$ cat src/rtl/game_timer_bcd.sv
// mm:ss BCD match clock: counts down from a preset or up to it, one step per tick strobe.
// Exposes run/warning/expiry status to the seven-segment and HUD drawers.
module game_timer_bcd #(
    parameter int START_MM = 2,
    parameter int START_SS = 0,
    parameter int WARN_SEC = 10
) (
    input  logic       clk,
    input  logic       resetN,
    input  logic       tick,
    input  logic       start,
    input  logic       pause,
    input  logic       load,
    input  logic       mode_up,
    output logic [3:0] sec_ones,
    output logic [3:0] sec_tens,
    output logic [3:0] min_ones,
    output logic [3:0] min_tens,
    output logic       running,
    output logic       warning,
    output logic       time_up,
    output logic       time_up_pulse
);

    localparam logic [15:0] PRESET_BCD = {4'(START_MM / 10), 4'(START_MM % 10),
                                          4'(START_SS / 10), 4'(START_SS % 10)};
    localparam logic [12:0] PRESET_SEC = 13'(START_MM * 60 + START_SS);
    localparam logic [12:0] WARN_LIM   = 13'(WARN_SEC);

    typedef enum logic [1:0] {IDLE, RUN, PAUSED, DONE} state_t;

    state_t      state;
    logic        mode;
    logic [15:0] cur, dn, up, nxt, term;
    logic [12:0] cur_sec, rem;
    logic        warn_hit;

    assign cur = {min_tens, min_ones, sec_tens, sec_ones};

    // BCD decrement with borrow; never reached from 00:00 because that is terminal
    always_comb begin
        dn = cur;
        if (sec_ones != 4'd0) dn[3:0] = sec_ones - 4'd1;
        else begin
            dn[3:0] = 4'd9;
            if (sec_tens != 4'd0) dn[7:4] = sec_tens - 4'd1;
            else begin
                dn[7:4] = 4'd5;
                if (min_ones != 4'd0) dn[11:8] = min_ones - 4'd1;
                else begin
                    dn[11:8] = 4'd9;
                    if (min_tens != 4'd0) dn[15:12] = min_tens - 4'd1;
                end
            end
        end
    end

    always_comb begin
        up = cur;
        if (sec_ones != 4'd9) up[3:0] = sec_ones + 4'd1;
        else begin
            up[3:0] = 4'd0;
            if (sec_tens != 4'd5) up[7:4] = sec_tens + 4'd1;
            else begin
                up[7:4] = 4'd0;
                if (min_ones != 4'd9) up[11:8] = min_ones + 4'd1;
                else begin
                    up[11:8] = 4'd0;
                    if (min_tens != 4'd9) up[15:12] = min_tens + 4'd1;
                end
            end
        end
    end

    assign nxt  = mode ? up : dn;
    assign term = mode ? PRESET_BCD : 16'h0000;

    assign cur_sec = 13'(min_tens) * 13'd600 + 13'(min_ones) * 13'd60
                   + 13'(sec_tens) * 13'd10 + 13'(sec_ones);
    assign rem = !mode ? cur_sec :
                 (cur_sec <= PRESET_SEC) ? PRESET_SEC - cur_sec : 13'd0;
    assign warn_hit = (rem != 13'd0) && (rem <= WARN_LIM);

    assign running = (state == RUN);
    assign time_up = (state == DONE);

    // warning tracks the state being entered so it is already low in IDLE and DONE
    always_ff @(posedge clk or negedge resetN) begin
        if (!resetN) begin
            state         <= IDLE;
            mode          <= 1'b0;
            {min_tens, min_ones, sec_tens, sec_ones} <= PRESET_BCD;
            warning       <= 1'b0;
            time_up_pulse <= 1'b0;
        end else begin
            time_up_pulse <= 1'b0;
            warning       <= warn_hit && (state == RUN || state == PAUSED);
            if (load) begin
                mode    <= mode_up;
                {min_tens, min_ones, sec_tens, sec_ones} <= mode_up ? 16'h0000 : PRESET_BCD;
                state   <= IDLE;
                warning <= 1'b0;
            end else begin
                case (state)
                    IDLE: if (start) begin
                        state   <= RUN;
                        warning <= warn_hit;
                    end
                    RUN: begin
                        if (pause) state <= PAUSED;
                        else if (tick) begin
                            if (cur == term || nxt == term) begin
                                state         <= DONE;
                                time_up_pulse <= 1'b1;
                                warning       <= 1'b0;
                            end
                            if (cur != term) {min_tens, min_ones, sec_tens, sec_ones} <= nxt;
                        end
                    end
                    PAUSED: if (start) state <= RUN;
                    default: ;
                endcase
            end
        end
    end

endmodule

$ cat config.mk
export PLATFORM = sky130hd
export DESIGN_NAME = game_timer_bcd
export DESIGN_NICKNAME = d
export VERILOG_FILES = /design/src/rtl/game_timer_bcd.sv
export SDC_FILE = /design/constraint.sdc
export NUM_CORES = 1
export LEC_CHECK = 0
export ABC_CLOCK_PERIOD_IN_PS = 7900
export CORE_MARGIN = 3
export CORE_UTILIZATION = 60
export DETAILED_ROUTE_END_ITERATION = 6
export GPL_ROUTABILITY_DRIVEN = 0
export PLACE_DENSITY = 0.92
export REMOVE_ABC_BUFFERS = 1
export SYNTH_ARGS = -nofsm -noshare
export SYNTH_HDL_FRONTEND = slang
export SYNTH_SLANG_ARGS = --single-unit
$ cat constraint.sdc
create_clock -name clk -period 7.9 [get_ports clk]
set_input_delay 1.185 -clock clk [delete_from_list [all_inputs] [get_ports clk]]
set_output_delay 1.185 -clock clk [all_outputs]
set_load 0.01 [all_outputs]
== After elaboration in Yosys (flattened, before gate mapping) ==
Cells that the tools add are included.
Word-level totals
  flip-flop bits (word level): 21
Cells by class
  add/sub/neg operators: 12
  multiply operators: 3
  order comparisons: 2
  eq/ne operators: 14
  multiplexer cells: 56
  reduce and logical (&&, ||, !) cells: 17
Operators with widths (number)
  4-bit 2-to-1 mux: 30
  16-bit by 10-bit equality test with 1-bit output: 2
  13-bit 2-to-1 mux: 2
  12-bit 2-to-1 mux: 2
  10-bit 2-to-1 mux: 2
  4-bit by 1-bit adder with 4-bit output, second input constant: 4
  16-bit 2-to-1 mux: 1
  8-bit 2-to-1 mux: 2
  16-bit by 10-bit != test with 1-bit output: 1
  4-bit != test, second input constant: 4
  4-bit nonzero test: 4
  4-bit by 1-bit subtractor with 4-bit output, second input constant: 4
  13-bit by 10-bit adder with 13-bit output: 1
  13-bit by 4-bit adder with 13-bit output: 1
  13-bit by 8-bit adder with 13-bit output: 1
  13-bit by 4-bit <= comparator with 1-bit output, second input constant: 1
  13-bit by 7-bit <= comparator with 1-bit output, second input constant: 1
  13-bit nonzero test: 1
  7-bit by 13-bit subtractor with 13-bit output, first input constant: 1
  4-bit by 7-bit multiplier with 10-bit output, second input constant: 1
  1-bit 2-to-1 mux: 10
  2-bit 2-to-1 mux: 5
  4-bit by 4-bit multiplier with 8-bit output, second input constant: 1
  4-bit by 3-bit != test with 1-bit output, second input constant: 2
  other kinds (14): 20

== Longest topological paths before layout ==
  depth in word-level cells: 15
  gate-level depth with buffers: 21
  depth with buffers taken out: 21

== Least setup slack after synthesis ==
No wires, ideal clock.
  kind: flip-flop to flip-flop
  start point: reg min_ones[0]
  end point: reg warning
  setup time: 0.065 ns
  arrival time: 5.022 ns
  data required time: 7.835 ns
  slack: 2.813 ns
  cell stages (with the launch flop): 22
  path buffers: 0
  clock period less this slack: 5.087 ns
  path through: dfrtp_1 -> fa_1 -> inv_1 -> fa_1 -> inv_1 -> ha_1 -> a21o_1 -> a21oi_1 -> o21bai_1 -> a21oi_1 -> xnor2_1 -> ha_1 -> ha_1 -> ha_1 -> o21a_1 -> nor2_1 -> xnor2_1 -> or4_1 -> a31oi_1 -> nand3_1 -> nor4_1 -> o221a_2
On the way
  cells in the longest elaborated chain, start to end: 15
  elaborated cells on any way between the ends: 34
  classes of those cells: add/sub (6); mul (1); order compare (2); eq/ne (3); mux (17); reduce/logical (5)
RTL lines
  from (decl): RTL line 17  | output logic [3:0] min_ones,
  from (signal assigned): RTL line 100  | {min_tens, min_ones, sec_tens, sec_ones} <= mode_up ? 16'h0000 : PRESET_BCD;
  from (signal assigned): RTL line 117  | if (cur != term) {min_tens, min_ones, sec_tens, sec_ones} <= nxt;
  4-bit by 4-bit multiplier with 8-bit output: RTL line 78  | assign cur_sec = 13'(min_tens) * 13'd600 + 13'(min_ones) * 13'd60
  13-bit by 10-bit adder with 13-bit output: RTL line 78
  13-bit by 8-bit adder with 13-bit output: RTL line 79  | + 13'(sec_tens) * 13'd10 + 13'(sec_ones);
  13-bit by 4-bit adder with 13-bit output: RTL line 79
  7-bit by 13-bit subtractor with 13-bit output / 13-bit by 7-bit <= comparator with 1-bit output (equally long branches): RTL line 81  | (cur_sec <= PRESET_SEC) ? PRESET_SEC - cur_sec : 13'd0;
  13-bit 2-to-1 mux: RTL line 81
  13-bit 2-to-1 mux: RTL line 80  | assign rem = !mode ? cur_sec :
  13-bit by 4-bit <= comparator with 1-bit output / 13-bit nonzero test (equally long branches): RTL line 82  | assign warn_hit = (rem != 13'd0) && (rem <= WARN_LIM);
  1-bit logical AND: RTL line 82
  1-bit logical AND: RTL line 97  | warning <= warn_hit && (state == RUN || state == PAUSED);
  1-bit 2-to-1 mux: RTL line 112  | if (cur == term || nxt == term) begin
  1-bit 2-to-1 mux: RTL line 111  | else if (tick) begin
  1-bit 2-to-1 mux: RTL line 110  | if (pause) state <= PAUSED;
  1-bit case mux with 2 select lines (*): RTL line 104  | case (state)
  1-bit 2-to-1 mux (*): RTL line 98  | if (load) begin
  to (signal assigned): RTL line 97
  to (signal assigned): RTL line 107  | warning <= warn_hit;
  to (decl): RTL line 20  | output logic warning,
Every way passes the cells marked *; elsewhere a longest branch is shown, timed or not.
A chain may end at the register's enable or synchronous reset.

== Final worst setup path ==
Ends and elaborated chain as after synthesis.

==> results.toml <==
[run_status]
status = "complete, no violations"

[clock_network]
clock_latency_ns = 0.28
cts_tree = "built"
cts_hold_buf = 0
cts_setup_buffers = 0
cts_buffer_depth = 2
clock-sinks = 21
htreeDepth = 1
cts-root-buf = "clkbuf_8"
cts_buffers = 3
ctsResizeCount = 0
clk_pin_slew_ns = 0.10

[floorplanning]
dieArea_sq_mm = 0.006949
num_rows = 27
die_y_um = 83.36
die_w_um = 83.36
core_sq_mm = 0.005642
pin_count = 27
start_util_pct = 63.65

[global_route]
grt_use_total_pct = 26.52
antenna_found_initial = 0
grt_overflow = 0
grt_pass1_wl_um = 15410
grt_pass1_vias = 3297
grt_max_degree = 28

[layout]
mostFrequentLayoutCells = "68 x ha_1, 33 x inv_1, 31 x a21oi_1, 31 x nor2_1, 30 x nand2_1"
diodes = 0
fillers = 426
fin_nets = 531
layout-drive-gt1-share_pct = 3.864
areaGrowthSynthToFinish_pct = 8.815
final_common_cell = "ha_1"
utilization_pct = 69.26

[drt]
dr_total_vias = 3378
detail-route-antenna-nets = 0
wl_per_cell_um = 17.80
drt_iter0_drc = 352
drcViolationCount = 0
dr.pass1.iters = 5
drt_wl_total_um = 9115
avgViaCountPerCell = 6.598

[yosys]
synth_edf_count = 0
async_flop_share_pct = 100.0
ys_types = 68
ys.flop_type = "dfrtp_1"
synth_warnings = 0
synthCells = 426
ys_seq_area_share_pct = 14.67
synth.avg_cell_area_sq_um = 8.429
synth_seq_cells = 21
netlist_area_sq_mm = 0.003591

[power_and_ir_drop]
leakagePower_nw = 1.834
finalPower_mw = 0.4028
pwr_density_cell_mw_per_mm2 = 103.1
ir_drop_mv = 0.09445

[critical_path]
required_ns = 8.13
cp-end-kind = "flip-flop"
critPathMaxFanout = 13
r2r_slack_ns = 2.29
crit_slowest_cell = "fa_1"
crit_top_cell = "ha_1"
start_kind = "flip-flop"
critPathArrivalTime_ns = 5.84
path_class = "reg2reg"
cp_slowest_stage_delay_ns = 0.63
path_cells = "fa_1 -> inv_1 -> fa_1 -> inv_1 -> ha_1 -> a21o_1 -> a21oi_1 -> o21bai_1 -> a21oi_1 -> xnor2_1 -> ha_1 -> ha_1 -> ha_1 -> o21a_1 -> nor2_1 -> xnor2_1 -> or4_1 -> a31oi_1 -> nand3_1 -> nor4_1 -> o221a_2"

[min_path]
min_path_type = "reg2reg"

[placement]
portBuffers = 26
dp_hpwl_um = 6917

[timing]
finClkSkew_ns = 0.01226
setup_tns_ns = 0
fmax_mhz = 178.2
finalCritPeriodShare_pct = 71.02
max_slew_margin_pct = 25.25
setup_viol = 0
worstMarginPinSlew_ns = 1.118
finalHoldViolCount = 0
drv_slew = 0
rsz0062_at_grt = "false"
min_period_ns = 5.611

[run]
maxCapViolCount = 0
==> Yosys cell counts (2+ instances only) <==
master | number | area [sq um]
inv_1 | 33 | 123.9
nor3_1 | 11 | 55.05
clkbuf_1 | 12 | 45.04
nand3_1 | 13 | 65.06
mux2_2 | 2 | 22.52
fa_1 | 15 | 300.3
nor4_1 | 3 | 18.77
nor3b_1 | 3 | 22.52
o22ai_1 | 3 | 18.77
mux2i_1 | 4 | 40.04
nand3b_1 | 3 | 22.52
a21o_1 | 4 | 30.03
a211oi_1 | 8 | 60.06
o2111ai_1 | 3 | 26.28
o32ai_1 | 2 | 17.52
nand2b_1 | 4 | 25.02
a31oi_1 | 5 | 31.28
nor2_1 | 31 | 116.4
o21bai_1 | 3 | 22.52
buf_2 | 3 | 15.01
o21a_1 | 2 | 15.01
o21ai_0 | 18 | 90.09
xnor2_1 | 21 | 183.9
or3_1 | 2 | 12.51
nand4_1 | 8 | 50.05
ha_1 | 68 | 850.8
xor2_1 | 8 | 70.07
nor2b_1 | 10 | 62.56
dfrtp_1 | 20 | 500.5
or4_1 | 3 | 22.52
and3b_1 | 2 | 17.52
o211ai_1 | 2 | 15.01
a21oi_1 | 31 | 155.2
nand2_1 | 30 | 112.6
buf_6 | 3 | 33.78
==> layer usage <==
| layer | GRT usage, % | vias to the layer above | wire [um] | part of all wire (%) |
|---|---|---|---|---|
| met5 | 0 | - | 0 | 0 |
| li1 | - | 1562 | - | - |
| met4 | 8.470 | 0 | 317 | 3.5 |
| met3 | 7.540 | 49 | 810 | 8.9 |
| met2 | 43.66 | 188 | 4234 | 46 |
| met1 | 33.44 | 1579 | 3752 | 41 |
==> sequential cells by signal (all words and copies together), names as in the netlist <==
name and flops:
sec_tens 4, min_ones 4, sec_ones 4, mode 1
min_tens 4, warning 1, time_up_pulse 1, state 2
==> metrics by stage <==
stage | setup WS (ns) | instance area (sq um) | cells | hold WS [ns]
6_report | 2.289 | 3908 | 512 | 0.6873
5_1_grt | 1.923 | 3908 | 512 | 0.7124
4_1_cts | 2.258 | 3908 | 512 | 0.6712
3_5_place_dp | 2.302 | 3862 | 508 | 0.6567
3_3_place_gp | 2.655 | 3862 | 508 | 0.6518
2_1_floorplan | 2.813 | 3497 | 408 | 0.6064
==> final cells by class <==
| type | instances | area, sq um | area share, % |
|---|---|---|---|
| timing repair buffer | 28 | 275.3 | 7.045 |
| sequential | 21 | 526.8 | 13.48 |
| clock buffer | 4 | 45.04 | 1.153 |
| multi-input combinational | 353 | 2843 | 72.75 |
| tap | 72 | 90.09 | 2.305 |
| inverter | 34 | 127.6 | 3.266 |
==> worst paths after layout <==
path,cells after the start,endpoint,from
min in group asynchronous,1,min_tens[1],resetN
min reg2reg,2,state[0],state[0]
max in group asynchronous,1,sec_tens[1],resetN
min,2,state[0],state[0]
max,21,warning,min_ones[0]
max reg2reg,21,warning,min_ones[0]
==> critical path: cells and delay by family, from the launching register on <==
kind,cells,cell delay [ns]
simple gates,4,1.09
fa+ha+maj,6,2.26
flops,1,0.56
buf+inv,2,0.12
xor+xnor,2,0.22
compound gates,7,1.32
==> report_power, final <==
group / total (mW) / switching (mW) / internal (mW)
Combinational: 0.199 / 0.116 / 0.0822
Sequential: 0.125 / 0.0120 / 0.113
Clock: 0.0793 / 0.0431 / 0.0362
Total: 0.403 / 0.171 / 0.231
==> kinds of logic (layout without fill, tap and decap cells) <==
logic type | count (synthesis) | after routing | share of synthesized area [%]
simple gates | 133 | 133 | 19.34
xor+xnor | 29 | 29 | 7.073
compound gates | 101 | 101 | 18.64
buf+inv | 52 | 66 | 6.167
mux | 7 | 7 | 2.056
fa+ha+maj | 83 | 83 | 32.06
flops | 21 | 21 | 14.67
Power figures use the tool's default switching activity.
